$ cat src/rtl/async_fifo_wr_ctrl.sv
// rtl/async_fifo_wr_ctrl.sv - write-side controller of the asynchronous FIFO
module async_fifo_wr_ctrl #(
    parameter int ADDR_W      = 4,
    parameter int SYNC_STAGES = 2,
    parameter int AFULL_TH    = 2**ADDR_W - 2
) (
    input  logic              clk,
    input  logic              nrst,
    input  logic              wr_req,
    input  logic [ADDR_W:0]   rptr_gray_async,
    input  logic              ovf_clr,
    output logic              wr_en,
    output logic [ADDR_W-1:0] waddr,
    output logic [ADDR_W:0]   wptr_gray,
    output logic              full,
    output logic              almost_full,
    output logic [ADDR_W:0]   wr_level,
    output logic              overflow
);

    localparam int PW = ADDR_W + 1;
    localparam logic [ADDR_W:0] AFULL_V = PW'(AFULL_TH);

    logic [ADDR_W:0] wbin;
    logic [ADDR_W:0] wbin_next;
    logic [ADDR_W:0] wgray_next;
    logic [ADDR_W:0] rq_gray;
    logic [ADDR_W:0] rq_bin;
    logic [ADDR_W:0] level_next;
    logic            full_next;
    logic [ADDR_W:0] sync_q [SYNC_STAGES];

    assign wr_en      = wr_req & ~full;
    assign waddr      = wbin[ADDR_W-1:0];
    assign rq_gray    = sync_q[SYNC_STAGES-1];
    assign wbin_next  = wbin + PW'(wr_en);
    assign wgray_next = (wbin_next >> 1) ^ wbin_next;

    // Each binary bit is the XOR of all Gray bits at or above it.
    always_comb begin
        rq_bin = '0;
        for (int i = 0; i <= ADDR_W; i++) begin
            rq_bin[i] = ^(rq_gray >> i);
        end
    end

    assign level_next = wbin_next - rq_bin;
    assign full_next  = (wgray_next == {~rq_gray[ADDR_W:ADDR_W-1], rq_gray[ADDR_W-2:0]});

    // Plain flop chain; nothing may sit between stages of a CDC synchronizer.
    always_ff @(posedge clk or negedge nrst) begin
        if (!nrst) begin
            for (int i = 0; i < SYNC_STAGES; i++) begin
                sync_q[i] <= '0;
            end
        end else begin
            sync_q[0] <= rptr_gray_async;
            for (int i = 1; i < SYNC_STAGES; i++) begin
                sync_q[i] <= sync_q[i-1];
            end
        end
    end

    always_ff @(posedge clk or negedge nrst) begin
        if (!nrst) begin
            wbin        <= '0;
            wptr_gray   <= '0;
            full        <= 1'b0;
            almost_full <= 1'b0;
            wr_level    <= '0;
            overflow    <= 1'b0;
        end else begin
            wbin        <= wbin_next;
            wptr_gray   <= wgray_next;
            full        <= full_next;
            almost_full <= (level_next >= AFULL_V);
            wr_level    <= level_next;
            if (wr_req && full) begin
                overflow <= 1'b1;
            end else if (ovf_clr) begin
                overflow <= 1'b0;
            end
        end
    end

endmodule

$ cat config.mk
export PLATFORM = sky130hd
export DESIGN_NAME = async_fifo_wr_ctrl
export DESIGN_NICKNAME = d
export VERILOG_FILES = /design/src/rtl/async_fifo_wr_ctrl.sv
export SDC_FILE = /design/constraint.sdc
export NUM_CORES = 1
export LEC_CHECK = 0
export ABC_CLOCK_PERIOD_IN_PS = 6050
export BUFFER_PORTS_ARGS = -buffer_cell sky130_fd_sc_hd__buf_2
export CAP_MARGIN = 20
export CORE_UTILIZATION = 55
export DETAILED_ROUTE_END_ITERATION = 12
export PLACE_DENSITY = 0.78
export SLEW_MARGIN = 0
export SYNTH_ARGS = -nofsm -noshare
export SYNTH_HDL_FRONTEND = slang
export SYNTH_SLANG_ARGS = --single-unit
$ cat constraint.sdc
create_clock -name clk -period 6.05 [get_ports clk]
set_input_delay 1.21 -clock clk [delete_from_list [all_inputs] [get_ports clk]]
set_output_delay 1.21 -clock clk [all_outputs]
set_load 0.02 [all_outputs]
==> Word-level counts from Yosys, hierarchy flattened <==
Index checks and enable logic that the tools add are counted.
{ "word_totals": {"regBits": 28, "output_inout_bits": 18} }
{ "op_classes": {"n_addsub": 2, "n_lt_le_gt_ge": 1, "eq_ne": 1, "mux": 2, "bitwise_logic": 4, "n_reduce_logical": 7} }
{ "ops": {"columns": ["operator", "count"], "rows": [
  ["XOR reduction 5 bit", 5],
  ["adder 5 x 1 -> 5 bit", 1],
  ["== test 5 bit", 1],
  [">= comparator 5 x 4 -> 1 bit, second input constant", 1],
  ["subtractor 5 bit", 1],
  ["bitwise XOR 4 x 5 -> 5 bit", 1],
  ["2-to-1 mux 1 bit", 2],
  ["inverter 2 bit", 1],
  ["nonzero test 2 bit", 1],
  ["AND 1 bit", 1],
  ["logical AND 1 bit", 1],
  ["inverter 1 bit", 1]
]} }

==> Longest topological paths before layout <==
{ "depth": {"ltp_word": 5, "mapped_depth": 10, "mapped_depth_nobuf": 10} }

==> Worst setup path after synthesis <==
Ideal clock, no wire load.
{ "synth_path": {"path_kind": "input to register", "from": "input wr_req", "to": "register almost_full", "setup_time_ns": 0.126, "t_arrival_ns": 3.387, "required_ns": 5.924, "path_slack_ns": 2.536, "stages": 9, "path_cell_list": "nor2b_1 -> ha_1 -> ha_1 -> xor2_1 -> ha_1 -> a21oi_1 -> o21ai_0 -> xnor2_1 -> a311o_1"} }
{ "synth_between": {"elab_chain_cells": 4} }
{ "synth_lines": {"columns": ["item", "line", "text"], "rows": [
  ["start, declared", "9", "input logic wr_req,"],
  ["AND 1 bit", "33", "assign wr_en = wr_req & ~full;"],
  ["adder 5 x 1 -> 5 bit", "36", "assign wbin_next = wbin + PW'(wr_en);"],
  ["named net wbin_next[2]", "25", "logic [ADDR_W:0] wbin_next;"],
  ["subtractor 5 bit", "47", "assign level_next = wbin_next - rq_bin;"],
  ["named net level_next[3]", "29", "logic [ADDR_W:0] level_next;"],
  [">= comparator 5 x 4 -> 1 bit", "76", "almost_full <= (level_next >= AFULL_V);"],
  ["end signal, assigned", "76", null],
  ["end, declared", "16", "output logic almost_full,"]
]} }
The timed path passes the listed nets, and every way through them passes these cells.
A chain may end at the register's enable or synchronous reset.

==> Worst setup path in the final report <==
{ "layout_path": {"from": "input wr_req", "to": "register almost_full"} }
{ "layout_between": {"elab_chain_cells": 4} }
{ "layout_lines": {"columns": ["item", "line"], "rows": [
  ["AND 1 bit", "33"],
  ["adder 5 x 1 -> 5 bit", "36"],
  ["named net wbin_next[2]", "25"],
  ["subtractor 5 bit", "47"],
  [">= comparator 5 x 4 -> 1 bit", "76"]
]} }
The timed path passes the listed nets, and every way through them passes these cells.

==> flow_summary.toml <==
[global_routing]
grt_pass1_vias = 747
grt_pass1_wl_um = 3170
overflow = 0
grt_max_degree = 28
grt_use_total_pct = 18.3
antenna_found_initial = 0

[setup_path]
required_ns = 6.26
rrSetupSlack_ns = 3.12
crit_arrival_ns = 3.49
crit_slowest_cell = "xor2_1"
crit_path_cell_trace = "buf_2 -> nor2b_1 -> ha_1 -> ha_1 -> xor2_1 -> ha_1 -> nor2b_1 -> nor3_1 -> o211a_1 -> a311o_1"
max_stage_delay_ns = 0.40
path_class = "in -> reg"
start_kind = "input pin"
crit_fanout = 4
cp_top_family = "adder cells"
cp_num_buf_inv = 1
worst_path_most_repeated_cell = "ha_1"
cp-end-kind = "flop"

[cts]
htree_num_levels = 1
path_clk_slew_ns = 0.13
ctsResizeCount = 0
clockRootBuffer = "clkbuf_4"
clock_latency_ns = 0.32
postCtsSetupBuffers = 0
clkSinkCount = 27
cts_made_buffers = 3
cts_hold_buf = 0
clockBufferDepth = 2
tritoncts = "done"

[timing]
setup_viol = 0
hold_viol = 0
finalSetupTns_ns = 0
fin_skew_ns = 0.00878
worst_slew_pin_slew_ns = 0.559
holdWs_ns = 0.366
fin_ws_ns = 2.77
rsz0062_at_grt = "false"
fmax_ghz = 0.305
period_share_pct = 54.3
min_period_ns = 3.28
slew_headroom_pct = 62.7
final_max_slew_viol_count = 0

[synthesis]
ys_ff_latch = 27
synthMuxAreaShare_pct = 0
synth_area_leaders = "dfrtp_1 (57%), xnor2_1 (6.7%), ha_1 (5.3%)"
synth_compound_area_share_pct = 6.02
synth_warnings = 0
synth_top_family_by_area = "XOR/XNOR gates"
synth.yosys.seq_area_share_pct = 57.0
yosysTopAreaCell = "dfrtp_1"
synth-simple-area-share_pct = 6.65
synth_fp_nets = 101
syn_inst = 86
avgSynthCellArea_sq_um = 13.8
synth_fa_ha_area_share_pct = 6.97
synth_top_area_share_pct = 57.0
synth_xor_area_share_pct = 19.9
syn_area_sq_um = 1180
synth_cell_types = 26

[run]
maxCapViolCount = 0

[floorplanning]
core-area_sq_um = 2000
die_w_um = 48.4
die_h_um = 48.4
dieArea_sq_um = 2340
start_util_pct = 59.2
ios = 27
std_cell_rows = 16

[routing]
drc = 0
drt_iter0_markers = 8
wire_per_inst_um = 12.9
routed_wl_um = 1830
ant_nets = 0
num_vias = 708
via_per_inst = 4.99
dr.pass1.iters = 4

[final_layout]
drive_above_1_share_pct = 29.6
final_nets = 131
antenna_cells = 0
area_growth_pct = 15.1

[place]
place_hpwl_um = 1420
dpl_worst_slack_ns = 2.46
gp_congestion = 0.752
portBuffers = 26

[pwr]
p_leak_nw = 0.677
p_per_area_nw_per_um2 = 603
ir_drop_mv = 0.315

[min_path]
hold_class = "reg -> reg"

[run_status]
outcome = "complete, no violations"
-- path summary, 6_finish.rpt --
check,from,endpoint,cells after the start
setup / recovery,wr_req,almost_full,10
hold / removal,sync_q[5],rq_gray[0],0
min in group asynchronous,nrst,wptr_gray[2],1
hold reg to reg,sync_q[5],rq_gray[0],0
max in group asynchronous,nrst,almost_full,1
setup reg to reg,rq_gray[4],almost_full,10
-- Yosys cell counts (all sizes together) --
cell,count
dfrtp,27
xnor2,10
xor2,9
inv,8
ha,5
nand3,4
nand2,3
o21ai,3
nor2b,2
or2,2
or3,2
a21boi,1
a21oi,1
a221oi,1
a311o,1
a311oi,1
buf,1
fa,1
nor3,1
o211a,1
xnor3,1
xor3,1
-- worst reg2reg max path, cell delays in order, from the launching register on --
cell	delay, ns
dfrtp_1	0.47
xnor2_2	0.32
xor2_2	0.24
xor2_2	0.23
xnor2_1	0.09
ha_1	0.21
fa_1	0.43
nor2b_1	0.21
nor3_1	0.09
o211a_1	0.24
a311o_1	0.31
-- power breakdown --
part	switching, mW	total (mW)	internal [mW]
Sequential	0.0331	0.278	0.245
Clock	0.0483	0.0741	0.0258
Combinational	0.277	0.470	0.194
Total	0.358	0.823	0.465
-- cells by family after synthesis --
logic type / Yosys count
xor gates and xnor gates: 21
DFF: 27
adders and majority gates: 6
and+or+nand+nor: 14
buffers and inverters: 9
AOI/OAI and AO/OA: 9
-- state kept, by name (all words and copies together), names as in the netlist --
| register | flops |
|---|---|
| wr_level | 5 |
| almost_full | 1 |
| overflow | 1 |
| wbin | 5 |
| full | 1 |
| wptr_gray | 4 |
| rq_gray | 5 |
| sync_q | 5 |
-- cells in the final DEF, fill, tap and decap left out, drive strengths merged, types with 2 or more instances in the layout --
cell | Yosys | final
ha | 5 | 5
o21ai | 3 | 3
nor2b | 2 | 2
nand2 | 3 | 3
xnor2 | 10 | 10
or3 | 2 | 2
nand3 | 4 | 4
buf | 1 | 26
dfrtp | 27 | 27
xor2 | 9 | 9
or2 | 2 | 2
inv | 8 | 8
clkbuf | 0 | 4
-- metal layers --
metal	GRT usage, %	share of wire (%)
met5	0	0
met1	20.4	41
met3	3.14	3.6
met4	5.88	0.93
met2	35.2	54
-- through the flow --
step	utilization [%]	total power, mW	instances	cell area, sq um
floorplan	-	0.633	86	1180
global placement	66.8	0.728	138	1340
detailed placement	66.8	0.751	138	1340
CTS	68.1	0.829	142	1360
global route	68.1	0.886	142	1360
finish	68.1	0.823	142	1360
-- area by class of cell --
type	instances	area [sq um]
clock buffers	4	26.3
fillers	157	638
inverters	8	30.0
multi-input cells	50	468
flip-flops and latches	27	676
well taps	27	33.8
repair buffers	26	130
Note: power is estimated with default switching activity, not from simulation.
